### config.mk
export PLATFORM = sky130hd
export DESIGN_NAME = booth_seq_multiplier
export DESIGN_NICKNAME = d
export VERILOG_FILES = /design/src/rtl/booth_pkg.sv /design/src/rtl/booth_step.sv /design/src/rtl/booth_seq_multiplier.sv
export SDC_FILE = /design/constraint.sdc
export NUM_CORES = 1
export LEC_CHECK = 0
export CAP_MARGIN = 20
export CORE_AREA = 2 2 65 67
export DETAILED_ROUTE_END_ITERATION = 10
export DIE_AREA = 0 0 67 69
export PLACE_DENSITY = 0.68
export SYNTH_ARGS = -nofsm -noshare
export SYNTH_HDL_FRONTEND = slang
export SYNTH_SLANG_ARGS = --single-unit
export TNS_END_PERCENT = 50
### constraint.sdc
create_clock -name clk -period 2.3 [get_ports clk]
set_clock_uncertainty 0.05 [all_clocks]
set_input_delay 0.46 -clock clk [delete_from_list [all_inputs] [get_ports clk]]
set_output_delay 0.46 -clock clk [all_outputs]
set_load 0.02 [all_outputs]
### src/rtl/booth_pkg.sv
// Shared types and constants for the radix-2 Booth sequential multiplier.
// No logic; imported by the step datapath and the top-level FSM.
// Carries no flow control of its own.
package booth_pkg;

    typedef enum logic [1:0] {
        IDLE = 2'd0,
        RUN  = 2'd1,
        DONE = 2'd2
    } state_t;

    // Booth op-codes, decoded from {Q[0], Q_-1}
    localparam logic [1:0] BOOTH_NOP = 2'b00;
    localparam logic [1:0] BOOTH_ADD = 2'b01;
    localparam logic [1:0] BOOTH_SUB = 2'b10;

    function automatic int cnt_width(input int n);
        return $clog2(n + 1);
    endfunction

endpackage

### src/rtl/booth_step.sv
// One radix-2 Booth step: conditional add/sub of M into A, then arithmetic shift of {A,Q,Q_-1}.
// Purely combinational, zero latency.
// No backpressure; the caller decides when to register the result.
module booth_step
    import booth_pkg::*;
#(
    parameter int N = 4
) (
    input  logic [N:0]   a,
    input  logic [N-1:0] q,
    input  logic         q1,
    input  logic [N:0]   m,
    output logic [N:0]   a_nxt,
    output logic [N-1:0] q_nxt,
    output logic         q1_nxt
);

    logic [N:0] sum;

    // Add/sub wraps modulo 2^(N+1); the extra accumulator bit keeps -2^(N-1) exact
    always_comb begin
        sum = a;
        case ({q[0], q1})
            BOOTH_ADD: sum = a + m;
            BOOTH_SUB: sum = a - m;
            BOOTH_NOP: sum = a;
            default:   sum = a;
        endcase
    end

    assign a_nxt  = {sum[N], sum[N:1]};
    assign q_nxt  = {sum[0], q[N-1:1]};
    assign q1_nxt = q[0];

endmodule

### src/rtl/booth_seq_multiplier.sv
// Sequential signed N x N -> 2N multiplier, one Booth step per clock.
// Latency: start at edge k gives a done pulse (with out valid) in the cycle after edge k+N+1.
// No backpressure: start is honoured only in IDLE and ignored while an operation is in flight.
module booth_seq_multiplier
    import booth_pkg::*;
#(
    parameter int N = 4
) (
    input  logic           clk,
    input  logic           rst,
    input  logic           start,
    input  logic [N-1:0]   multiplier,
    input  logic [N-1:0]   multiplicand,
    output logic [2*N-1:0] out,
    output logic           busy,
    output logic           done
);

    localparam int CW = cnt_width(N);

    state_t        state, state_nxt;
    logic [N:0]    a_q, m_q;
    logic [N-1:0]  q_q;
    logic          q1_q;
    logic [CW-1:0] cnt_q;

    logic [N:0]    a_step;
    logic [N-1:0]  q_step;
    logic          q1_step;

    booth_step #(.N(N)) u_step (
        .a      (a_q),
        .q      (q_q),
        .q1     (q1_q),
        .m      (m_q),
        .a_nxt  (a_step),
        .q_nxt  (q_step),
        .q1_nxt (q1_step)
    );

    always_ff @(posedge clk) begin
        if (rst) begin
            state <= IDLE;
        end else begin
            state <= state_nxt;
        end
    end

    always_comb begin
        state_nxt = state;
        case (state)
            IDLE:    if (start) state_nxt = RUN;
            RUN:     if (cnt_q == CW'(1)) state_nxt = DONE;
            DONE:    state_nxt = IDLE;
            default: state_nxt = IDLE;
        endcase
    end

    // busy covers RUN, DONE and the cycle in which the done pulse is visible
    always_ff @(posedge clk) begin
        if (rst) begin
            a_q   <= '0;
            m_q   <= '0;
            q_q   <= '0;
            q1_q  <= 1'b0;
            cnt_q <= '0;
            out   <= '0;
            busy  <= 1'b0;
            done  <= 1'b0;
        end else begin
            busy <= (state_nxt != IDLE) || (state == DONE);
            done <= (state == DONE);
            case (state)
                IDLE: begin
                    if (start) begin
                        m_q   <= {multiplicand[N-1], multiplicand};
                        q_q   <= multiplier;
                        q1_q  <= 1'b0;
                        a_q   <= '0;
                        cnt_q <= CW'(N);
                    end
                end
                RUN: begin
                    a_q   <= a_step;
                    q_q   <= q_step;
                    q1_q  <= q1_step;
                    cnt_q <= cnt_q - CW'(1);
                end
                DONE: begin
                    out <= {a_q[N-1:0], q_q};
                end
                default: ;
            endcase
        end
    end

endmodule

==> out/metrics.cfg <==
[outcome]
status = complete, but fails checks
violations = negative setup slack

[route]
dr.first_iter.drc_count = 78
drt-total-wl_um = 3050
ant_nets = 0
drc = 0
vias_per_cell = 4.89
drt-wirelength-per-cell_um = 12.4
vias = 1203
first_pass_iters = 4

[clock_network]
cts_max_level = 1
cts.sinks = 28
cts_tree = built
root_buffer = clkbuf_8
clk_pin_slew_ps = 90
cts_buffers = 3
cts-root-to-sink-buffers = 2
clk-insertion-delay-late_ps = 280
cts_setup_buffers = 0

[synth]
syn_area_per_cell_um2 = 7.93
synthTopCellsByArea = dfxtp_1 42%, nand2_1 7.8%, ha_1 7.5%
synth_top_area_share_pct = 41.8
syn_area_um2 = 1340
yosysSeqAreaShare_pct = 41.8
synth.distinct_cells = 30
netlist_instances = 169
ys_ff_latch = 28
syn-num-nets = 189
ys_warn_count = 0
synth_area_leader_cell = dfxtp_1

[floorplan]
io_pins = 21
die_area_um2 = 4620
die_width_um = 67
start_util_pct = 34.2
coreArea_um2 = 3910
rows = 23
die_h_um = 69

[hold_path]
min-delay-start = out[5]
hold_class = reg2reg

[grt]
grt_util_all_layers_pct = 14.9
grt_max_degree = 24
grt_pass1_vias = 1185
grt_pass1_wl_um = 5410
antenna_found_initial = 0
grt_overflow = 0

[power]
cellPowerDensity_nw_per_um2 = 678
internal_power_uw = 883
power.leakage_nw = 0.660
p_switching_uw = 315
clockPowerShare_pct = 32.4
sw_frac_of_total_pct = 26.3
power_frac_comb_pct = 22.5
pwr-share-seq_pct = 45.0
ir_worst_vdd_mv = 0.255

[cells_and_area]
nFillCells = 405
syn2layout_area_growth_pct = 31.8
final_cell_mix = 28 x nand2_1, 26 x nor2_1, 24 x dfxtp_1
instances_no_fill = 246
drive_above_1_share_pct = 13.3
final_area_um2 = 1770
diodes = 0
final_nets = 217
final_common_cell = nand2_1

[placement]
place_inst = 242
place_worst_setup_slack_ps = -75.1
dp_hpwl_um = 2150
place.gp.congestion = 0.837
placed_area_um2 = 1650
port_buffers = 20

[timing]
fmax_mhz = 423
tightestPinTransition_ps = 525
timing.final.crit_share_pct = 103
maxSlewHeadroom_pct = 64.9
final_hold_viol_count = 0
setup_viol = 2
layout_setup_ws_ps = -61.5
grt_setup_unrepaired = yes
slew_violations = 0
final.setup.tns_ps = -97.0
period_needed_ps = 2360
hold-worst-slack_ps = 410

[worst_setup_path]
crit_arrival_ps = 2500
required_ps = 2440
critical_path_class = reg2reg
reg2reg_from = m_q[1]
cp_max_fo = 2
crit_start = m_q[1]
end_kind = flip-flop
start_kind = flip-flop

[flow_run]
cap_violations = 0

[power by group through the flow]
stage	logic (mW)	clock network, mW	registers, mW
CTS	0.270	0.395	0.539
finish	0.270	0.389	0.539
detailed placement	0.249	0	0.548
global placement	0.246	0	0.548
global route	0.303	0.413	0.545
floorplan	0.173	0	0.543
[per-layer routing]
metal  vias up  GRT usage [%]  share of wire, %
met4         0           3.40              0.82
met3         4           2.45               3.1
met5         -              0                 0
li1        619              -                 -
met2        16           24.8                49
met1       564           19.8                47
[final cells by class]
cell class / instances / area (um^2) / share of cell area, %
clock inverter: 1 / 30.0 / 1.70
inverter: 13 / 51.3 / 2.90
sequential: 28 / 566 / 32.0
multi-input combinational: 122 / 748 / 42.4
clock buffer: 3 / 41.3 / 2.34
timing repair buffer: 29 / 268 / 15.2
tap: 50 / 62.6 / 3.54
[worst paths after layout]
| check | to | slack (ps) | cells after the start |
|---|---|---|---|
| setup / recovery | a_q[2] | -60 | 10 |
| hold / removal | out[5] | 410 | 2 |
| setup reg to reg | a_q[2] | -60 | 10 |
| hold reg to reg | out[5] | 410 | 2 |
[cell usage after synthesis]
master,count
a211oi_1,2
a21oi_1,18
a221oi_1,1
a22oi_1,3
a311oi_1,3
and2_1,1
buf_1,2
buf_2,1
clkbuf_1,3
dfxtp_1,28
fa_1,1
ha_1,8
inv_1,13
mux2_2,2
nand2_1,28
nand2b_1,3
nand3_1,1
nor2_1,26
nor2b_1,1
nor2b_4,1
nor3_1,4
nor3b_1,1
nor4b_1,1
o21a_1,1
o21ai_0,7
o21ai_1,2
o22ai_1,1
or4b_1,1
xnor2_1,4
xor2_1,1
[flip-flops by register name, indices dropped and copies added (netlist names)]
register / cells
a_q: 4
busy: 1
done: 1
q1_q: 1
m_q: 4
out: 8
state: 2
cnt_q: 3
q_q: 4
[critical path, cell delays in order (launching register included)]
cell and delay, ps:
dfxtp_2 340, inv_2 40, ha_4 220, mux2_4 290, inv_4 70, ha_4 190, nor2b_4 120, o21a_1 180
o21ai_1 100, or4b_1 430, a311oi_1 250
[logic make-up (layout without fill, tap and decap cells)]
family	after synthesis	in the layout	synth area share (%)
xor gates and xnor gates	5	5	3.27
AOI/OAI and AO/OA	38	38	16.5
and+or+nand+nor	68	68	22.3
muxes	2	2	1.68
buffers and inverters	19	46	5.42
DFF	28	28	41.8
adders and majority gates	9	9	8.96
[through the flow]
| step | power [mW] | util [%] |
|---|---|---|
| floorplan | 0.716 | - |
| global placement | 0.793 | 42.2 |
| detailed placement | 0.797 | 42.2 |
| CTS | 1.20 | 45.1 |
| global route | 1.26 | 45.1 |
| finish | 1.20 | 45.1 |
[what timing repair did]
| item | in CTS | in global routing |
|---|---|---|
| setup endpoints to repair | 2 | 2 |
| hold endpoints to repair | 0 | 0 |
| gates resized for setup | 8 | 2 |
| pin swaps | 4 | 4 |
| hold buffers | 0 | 0 |
No activity file was read; power rests on OpenSTA's default activity.
